--- src/rtl/speed_tick_gen.sv ---
// Multi-channel level-scaled timebase: each channel divides clk by a period that
// shrinks with game level and emits a one-cycle tick plus a 50% square output.

module speed_tick_lane #(
    parameter int DIV_W   = 20,
    parameter int LEVEL_W = 4
) (
    input  logic               clk,
    input  logic               reset_n,
    input  logic [LEVEL_W-1:0] lvl_i,       // already clamped to MAX_LEVEL
    input  logic [DIV_W-1:0]   base_i,
    input  logic               pause_i,
    input  logic               sync_clr_i,
    output logic               tick_o,
    output logic               sq_o
);
    localparam int PW = DIV_W + 3;

    // P = B - (B >> 3) * L, floored at 2 for an enabled channel. A result that
    // does not fit back into DIV_W bits can only be a wrap below zero, so it
    // takes the same floor.
    function automatic logic [DIV_W-1:0] period(input logic [DIV_W-1:0] b,
                                                input logic [LEVEL_W-1:0] l);
        logic [PW-1:0] p;
        p = PW'(b) - PW'(b >> 3) * PW'(l);
        if (b != '0 && (p < PW'(2) || p[PW-1:DIV_W] != '0))
            p = PW'(2);
        return p[DIV_W-1:0];
    endfunction

    logic [DIV_W-1:0]   cnt_q, cnt_d;
    logic               tick_q, tick_d;
    logic               sq_q, sq_d;
    logic [LEVEL_W-1:0] lvl_q, lvl_d;       // level in force for the current period
    logic               en_q, en_d;         // channel was enabled last cycle
    logic               en;
    logic [DIV_W-1:0]   rld_now, rld_rst;

    assign en      = (base_i != '0);
    assign rld_now = period(base_i, lvl_i) - DIV_W'(1);
    assign rld_rst = period(base_i, '0) - DIV_W'(1);

    // Next-state: reset > sync_clr > pause > disable > enable edge > count/reload.
    always_comb begin
        cnt_d  = cnt_q;
        tick_d = 1'b0;
        sq_d   = sq_q;
        lvl_d  = lvl_q;
        en_d   = en_q;
        if (!reset_n) begin
            cnt_d = en ? rld_rst : '0;
            sq_d  = 1'b0;
            lvl_d = '0;
            en_d  = en;
        end else if (sync_clr_i) begin
            en_d = en;
            if (en) begin
                cnt_d = rld_now;
                sq_d  = 1'b0;
            end else begin
                cnt_d = '0;
            end
        end else if (pause_i) begin
            // everything holds; tick already defaulted low
        end else if (!en) begin
            cnt_d = '0;
            en_d  = 1'b0;
        end else if (!en_q) begin
            // freshly enabled: start a full period instead of firing on cnt == 0
            cnt_d = rld_now;
            en_d  = 1'b1;
        end else if (cnt_q == '0) begin
            tick_d = 1'b1;
            sq_d   = ~sq_q;
            cnt_d  = rld_now;
            lvl_d  = lvl_i;
        end else begin
            cnt_d = cnt_q - DIV_W'(1);
        end
    end

    // State registers; reset is folded into the next-state logic (synchronous).
    always_ff @(posedge clk) begin
        cnt_q  <= cnt_d;
        tick_q <= tick_d;
        sq_q   <= sq_d;
        lvl_q  <= lvl_d;
        en_q   <= en_d;
    end

    assign tick_o = tick_q;
    assign sq_o   = sq_q;
endmodule

module speed_tick_gen #(
    parameter int NUM_CH    = 4,
    parameter int DIV_W     = 20,
    parameter int LEVEL_W   = 4,
    parameter int MAX_LEVEL = 5
) (
    input  logic                    clk,
    input  logic                    reset_n,
    input  logic [LEVEL_W-1:0]      level,
    input  logic [NUM_CH*DIV_W-1:0] base_div,
    input  logic                    pause,
    input  logic                    sync_clr,
    output logic [NUM_CH-1:0]       tick,
    output logic [NUM_CH-1:0]       sq
);
    logic [LEVEL_W-1:0] lvl_c;

    // One shared clamp; every channel samples it at its own reload.
    always_comb begin
        lvl_c = level;
        if (level > LEVEL_W'(MAX_LEVEL))
            lvl_c = LEVEL_W'(MAX_LEVEL);
    end

    for (genvar c = 0; c < NUM_CH; c++) begin : g_ch
        speed_tick_lane #(
            .DIV_W   (DIV_W),
            .LEVEL_W (LEVEL_W)
        ) u_lane (
            .clk        (clk),
            .reset_n    (reset_n),
            .lvl_i      (lvl_c),
            .base_i     (base_div[c*DIV_W +: DIV_W]),
            .pause_i    (pause),
            .sync_clr_i (sync_clr),
            .tick_o     (tick[c]),
            .sq_o       (sq[c])
        );
    end
endmodule
--- config.mk ---
export PLATFORM = sky130hd
export DESIGN_NAME = speed_tick_gen
export DESIGN_NICKNAME = d
export VERILOG_FILES = /design/src/rtl/speed_tick_gen.sv
export SDC_FILE = /design/constraint.sdc
export NUM_CORES = 1
export LEC_CHECK = 0
export BUFFER_PORTS_ARGS = -buffer_cell sky130_fd_sc_hd__buf_2
export CAP_MARGIN = 20
export CORE_MARGIN = 2
export CORE_UTILIZATION = 45
export DETAILED_ROUTE_END_ITERATION = 7
export PLACE_DENSITY = 0.67
export SYNTH_ARGS = -nofsm -noshare
export SYNTH_HDL_FRONTEND = slang
export SYNTH_HIERARCHICAL = 1
export SYNTH_SLANG_ARGS = --single-unit
--- constraint.sdc ---
create_clock -name clk -period 11.9 [get_ports clk]
set_input_delay 1.785 -clock clk [delete_from_list [all_inputs] [get_ports clk]]
set_output_delay 1.785 -clock clk [all_outputs]
set_load 0.05 [all_outputs]
==> flow_summary.json, run 1 <==
{
  "firstDrtPassIters": 6,
  "timing.final.crit_period_ns": 9.25,
  "arrival_ns": 9.35,
  "synth_compound_area_share_pct": 19.9,
  "hold_viol": 0,
  "async_flop_share_pct": 0,
  "final_common_cell": "inv_1",
  "clock_latency_ns": 0.35,
  "port_buffers": 95,
  "drt_iter0_markers": 1764,
  "vdd_drop_max_uv": 102,
  "totalNegativeSetupSlack_ns": 0,
  "max_cap_viol_count": 0,
  "muxShareOfSynthArea_pct": 0.602,
  "worstSetupPathType": "in -> reg",
  "cp.required_ns": 11.99,
  "max_slew_margin_pct": 29.3,
  "die_area_mm2": 0.0512,
  "grt-ovfl-total": 0,
  "worst_slew_pin_slew_ns": 1.06,
  "p_leak_nw": 10.1,
  "die_h_um": 226,
  "use_met2_pct": 41.9,
  "busiest_layer": "met2",
  "slew_viol_final": 0,
  "power_density_mw_per_mm2": 178,
  "holdWs_ns": 0.531,
  "synth_ff_type": "edfxtp_1",
  "ctsRootBufferMaster": "clkbuf_16",
  "synth-xor-area-share_pct": 8.65,
  "drc_errors": 0,
  "syn_area_per_cell_um2": 7.64,
  "syn2layout_area_growth_pct": 5.42,
  "synth.distinct_cells": 114,
  "gp_congestion": 0.946,
  "antenna_found_initial": 2,
  "cts_tree": "built",
  "pin_count": 96,
  "post-cts-setup-buffers": 0,
  "gr-usage-met1_pct": 34.8,
  "status": "completed",
  "crit_path_max_fanout": 44,
  "synth_enable_flop_cells": 84,
  "synth_seq_area_share_pct": 12.1,
  "final-setup-viol-count": 0,
  "p_int_mw": 1.85,
  "grt_pass1_wl_mm": 104,
  "start_kind": "input pin",
  "numCtsBuffers": 9,
  "holdBufCountCts": 0,
  "path_clk_slew_ns": 0.07,
  "max_freq_ghz": 0.108,
  "num-nets-final": 3332,
  "die_w_um": 226,
  "rows": 81,
  "yosys_register_bits": 92,
  "endpoint_kind": "register",
  "cts_num_sinks": 92,
  "vias": 20942,
  "wire_per_inst_um": 17.9,
  "hpwl_mm": 52.1,
  "wirelength_mm": 64.3,
  "grt_usage_pct": 25.1,
  "design_area_mm2": 0.0235,
  "syn-cell-area_mm2": 0.0223,
  "synthAdderAreaFrac_pct": 24.9,
  "grt_pass1_vias": 20203,
  "comb_power_share_pct": 81.4,
  "rsz0062_at_grt": "no",
  "clockBufferDepth": 2,
  "fillers": 4917,
  "hold_class": "reg -> reg",
  "routed_via_density": 5.84,
  "switchingPower_mw": 2.33,
  "seqPwrFrac_pct": 12.0,
  "min_period_over_period_pct": 77.8,
  "synthCells": 2913,
  "p_sw_share_pct": 55.8,
  "skew_ns": 0.00797,
  "p_total_mw": 4.18,
  "drive_gt1_share_pct": 6.95,
  "final_cell_mix": "inv_1 (387), nand2_1 (380), fa_1 (192)",
  "met3_usage_pct": 1.93,
  "initial_core_util_pct": 45.5,
  "grt_max_degree": 61,
  "dpl_cell_area_mm2": 0.0231,
  "core_mm2": 0.0488,
  "synth-simple-area-share_pct": 24.8,
  "drtAntennaViolNets": 0,
  "synth_top_family_by_area": "adder cells",
  "htreeDepth": 3,
  "ctsResizeCount": 0,
  "p_clk_share_pct": 6.6,
  "yosysWarnings": 6
}
==> routing by layer <==
metal / share of wire [%] / vias to the layer above
met3: 5.9 / 114
met2: 47 / 740
met1: 45 / 10073
met4: 2.5 / 0
met5: 0 / -
li1: - / 10015
==> worst paths after layout <==
| kind | start | to | slack (ns) | cells after the start |
|---|---|---|---|---|
| max reg2reg | g_ch[3].u_lane/cnt_q[11]$_DFFE_PP_ | g_ch[3].u_lane/cnt_q[14]$_DFFE_PP_ | 8.36 | 9 |
| min reg2reg | g_ch[1].u_lane/sq_o$_SDFFE_PN0P_ | g_ch[1].u_lane/sq_o$_SDFFE_PN0P_ | 0.53 | 2 |
| min | g_ch[1].u_lane/sq_o$_SDFFE_PN0P_ | g_ch[1].u_lane/sq_o$_SDFFE_PN0P_ | 0.53 | 2 |
| max | level[2] | g_ch[2].u_lane/cnt_q[14]$_DFFE_PP_ | 2.65 | 23 |
==> power groups by stage <==
stage | sequential [mW] | clock, mW | combinational [mW]
6_report | 0.501 | 0.276 | 3.40
5_1_grt | 0.510 | 0.295 | 3.77
4_1_cts | 0.500 | 0.280 | 3.34
3_5_place_dp | 0.507 | 0 | 3.32
3_3_place_gp | 0.502 | 0 | 3.29
2_1_floorplan | 0.491 | 0 | 2.62
==> through the flow <==
| stage | instances | utilization (%) | setup WS (ns) |
|---|---|---|---|
| after floorplan | 2923 | - | 3.02 |
| after global placement | 3568 | 47.4 | 2.62 |
| after detailed placement | 3568 | 47.4 | 2.40 |
| after CTS | 3584 | 48.0 | 2.77 |
| after global routing | 3587 | 48.0 | 2.07 |
| final | 3587 | 48.0 | 2.65 |
==> critical path, stage by stage <==
cell       delay [ns]
buf_2            0.10
or2_2            0.81
buf_4            0.44
nand2_1          0.12
fa_1             0.52
inv_1            0.05
fa_1             0.50
fa_1             0.52
inv_1            0.04
ha_1             0.47
nand2_1          0.16
o21ai_0          0.57
nor2_1           0.15
a21oi_1          0.18
a2111oi_0        0.11
o31a_1           0.41
a31oi_4          0.45
and2_1           0.21
ha_1             0.52
inv_1            0.32
or4_1            0.59
o211ai_1         0.17
o21ai_0          0.12
==> synth_stat cells (26+ instances only) <==
cell / count / share of area [%]
xnor2_1: 153 / 6.0
a21o_1: 38 / 1.3
a211oi_1: 30 / 1.0
nor4_1: 40 / 1.1
nor3_1: 77 / 1.7
nand3_1: 71 / 1.6
nor2_1: 186 / 3.1
o21ai_0: 132 / 3.0
a21oi_1: 149 / 3.4
xor2_1: 65 / 2.6
ha_1: 136 / 7.6
and3_1: 26 / 0.73
o211ai_1: 42 / 1.4
fa_1: 192 / 17
or3_1: 29 / 0.82
nand2_1: 380 / 6.4
a31oi_1: 35 / 0.98
and2_1: 110 / 3.1
clkbuf_1: 105 / 1.8
edfxtp_1: 84 / 11
nand2b_1: 27 / 0.76
inv_1: 387 / 6.5
==> cells by family (layout without fill, tap and decap cells) <==
logic type	after synthesis	count (layout)
other	1	13
xor gates and xnor gates	219	219
muxes	13	13
AOI/OAI and AO/OA	654	654
buffers and inverters	516	514
adders and majority gates	328	328
and+or+nand+nor	1090	1090
DFF	92	92
==> sequential cells by signal (all words and copies together), names as in the netlist <==
signal              flops
g_ch.u_lane/tick_o      4
g_ch.u_lane/sq_o        4
g_ch.u_lane/en_q        4
g_ch.u_lane/cnt_q      80
==> cell type report <==
type | instances | area, um^2 | share of cell area (%)
diodes | 2 | 5.00 | 0.0213
flip-flops and latches | 92 | 2680 | 11.4
clock inverters | 4 | 31.3 | 0.133
well taps | 664 | 831 | 3.54
inverters | 391 | 1470 | 6.26
multi-input cells | 2315 | 17600 | 75.1
clock buffers | 12 | 246 | 1.05
repair buffers | 107 | 586 | 2.50
Power figures use the tool's default switching activity.
==> inputs of run 2 (changes only) <==
Settings changed: PLACE_DENSITY 0.67 to 0.7.
Clock period 11.9 ns to 8.4 ns, I/O delays scaled along.
==> run 2 against run 1 <==
  * Wire length increased by 4.4%
  * Combinational power is 46% higher
  * Worst setup slack got worse by 2.1 ns
  * Final cell count grew 0.61%
  * Clock-buffer cell count fell by 1
  * Final area is 0.82% higher
  * Global-route usage up 0.96 points
  * Via count rose by 1.0%
  * Die area did not move
  * Largest power group unchanged
==> flow_summary.json, run 2 (synthesized netlist as in run 1, its figures left out) <==
{
  "status": "completed",
  "vias": 21154,
  "initial_core_util_pct": 45.5,
  "worstSetupPathType": "in -> reg",
  "hpwl_mm": 54.8,
  "final_util_pct": 48.4,
  "start_kind": "input pin",
  "cp.required_ns": 8.51,
  "cpMostUsedCell": "fa_1",
  "max_cap_viol_count": 0,
  "num-nets-final": 3352,
  "ctsResizeCount": 0,
  "crit_path_max_fanout": 28,
  "final-setup-viol-count": 0,
  "holdWs_ns": 0.497,
  "numCtsBuffers": 9,
  "routed_via_density": 5.86,
  "design_area_mm2": 0.0236,
  "skew_ns": 0.00617,
  "fin_cells": 3609,
  "die_area_mm2": 0.0512,
  "grt_max_degree": 56,
  "setup_ws_ns": 0.576,
  "path_clk_slew_ns": 0.07,
  "rows": 81,
  "slowest_delay_ns": 0.58,
  "timing.final.crit_period_ns": 7.82,
  "firstDrtPassIters": 5,
  "slew_viol_final": 0,
  "largest_reg_flops": 80,
  "clock_latency_ns": 0.36,
  "p_leak_nw": 10.2,
  "drc_errors": 0,
  "grt-ovfl-total": 0,
  "min_period_over_period_pct": 93.1,
  "drt_iter0_markers": 2066,
  "arrival_ns": 7.93,
  "endpoint_kind": "register",
  "rsz0062_at_grt": "no",
  "port_buffers": 95,
  "crit_family": "simple AND/OR/NAND/NOR gates",
  "ctsRootBufferMaster": "clkbuf_16",
  "totalNegativeSetupSlack_ns": 0,
  "pre_cts_ws_ns": 0.273,
  "drtAntennaViolNets": 0,
  "gp_congestion": 0.971,
  "die_w_um": 226,
  "pin_count": 96,
  "clockBufferDepth": 2,
  "cts_tree": "built",
  "p_total_mw": 6.10,
  "regMostFlops": "g_ch.u_lane/cnt_q",
  "grt_usage_pct": 26.0,
  "htreeDepth": 3,
  "hold_viol": 0,
  "holdBufCountCts": 0,
  "vdd_drop_max_uv": 118,
  "post-cts-setup-buffers": 0,
  "max_freq_ghz": 0.128,
  "die_h_um": 226,
  "crit_chain": "buf_2 -> or2_2 -> buf_4 -> nand2_1 -> fa_1 -> inv_1 -> fa_1 -> fa_1 -> inv_1 -> ha_1 -> a21oi_1 -> o21ai_1 -> or3_1 -> and2_1 -> or4_1 -> nor4_4 -> a21oi_1 -> and2_1 -> ha_1 -> nand4_1 -> nor4b_1 -> a211o_1 -> a221o_1",
  "antenna_found_initial": 3,
  "worst_slew_pin_slew_ns": 1.07,
  "wirelength_mm": 67.1,
  "grt_pass1_vias": 20531,
  "cts_num_sinks": 92,
  "critical_path_buf_inv_count": 4,
  "placed_cells": 3587,
  "worst_path_max_delay_cell": "or4_1",
  "syn2layout_area_growth_pct": 6.28,
  "final_common_cell": "inv_1",
  "core_mm2": 0.0488,
  "grt_pass1_wl_mm": 108,
  "hold_class": "reg -> reg",
  "dpl_cell_area_mm2": 0.0233,
  "drive_gt1_share_pct": 7.62,
  "final_cell_mix": "inv_1 (387), nand2_1 (380), fa_1 (192)",
  "max_slew_margin_pct": 28.3,
  "power_density_mw_per_mm2": 258,
  "wire_per_inst_um": 18.6
}
-- run 2: changes by cell type in the layout (fill, tap and decap cells not counted), sizes merged --
cell | previous run | this run
clkinv | 3 | 1
clkinvlp | 0 | 3
diode | 2 | 4
inv | 392 | 391
buf | 107 | 126
bufinv | 0 | 1
-- run 2: cell type report --
cell class                 count  area, um^2
timing repair buffer         127         746
multi-input combinational   2315       17600
sequential                    92        2680
tap                          664         831
inverter                     391        1470
clock buffer                  11         243
fill                        4874       25200
antenna                        4        10.0
clock inverter                 5        61.3
-- run 2: final timing paths --
| kind | cells after the start | slack (ns) | start | end |
|---|---|---|---|---|
| worst max-delay path | 23 | 0.58 | level[3] | g_ch[3].u_lane/cnt_q[14]$_DFFE_PP_ |
| worst min-delay path | 2 | 0.50 | g_ch[1].u_lane/sq_o$_SDFFE_PN0P_ | g_ch[1].u_lane/sq_o$_SDFFE_PN0P_ |
| worst max register to register | 8 | 4.95 | g_ch[2].u_lane/cnt_q[11]$_DFFE_PP_ | g_ch[2].u_lane/cnt_q[10]$_DFFE_PP_ |
| worst min register to register | 2 | 0.50 | g_ch[1].u_lane/sq_o$_SDFFE_PN0P_ | g_ch[1].u_lane/sq_o$_SDFFE_PN0P_ |
-- run 2: worst register-to-register path, stage by stage (launching register included) --
cell and delay, ns:
edfxtp_1 0.45, or3_1 0.46, nor4_1 0.40, nor3b_1 0.44, nand2_1 0.17, nand3b_1 0.44, nor2_1 0.34, a211oi_1 0.36
o32ai_1 0.13
-- run 2: report_power, final --
part	internal, mW	total, mW	switching, mW
registers	0.624	0.711	0.0873
clock network	0.240	0.424	0.184
logic	1.83	4.96	3.13
total	2.70	6.10	3.40
-- run 2: metal layers --
| layer | vias to the layer above | wire length [um] | global-route usage, % |
|---|---|---|---|
| li1 | 10049 | - | - |
| met1 | 10204 | 30000 | 36.0 |
| met4 | 0 | 1930 | 8.47 |
| met2 | 773 | 30700 | 42.0 |
| met5 | - | 0 | 0 |
| met3 | 128 | 4540 | 3.47 |
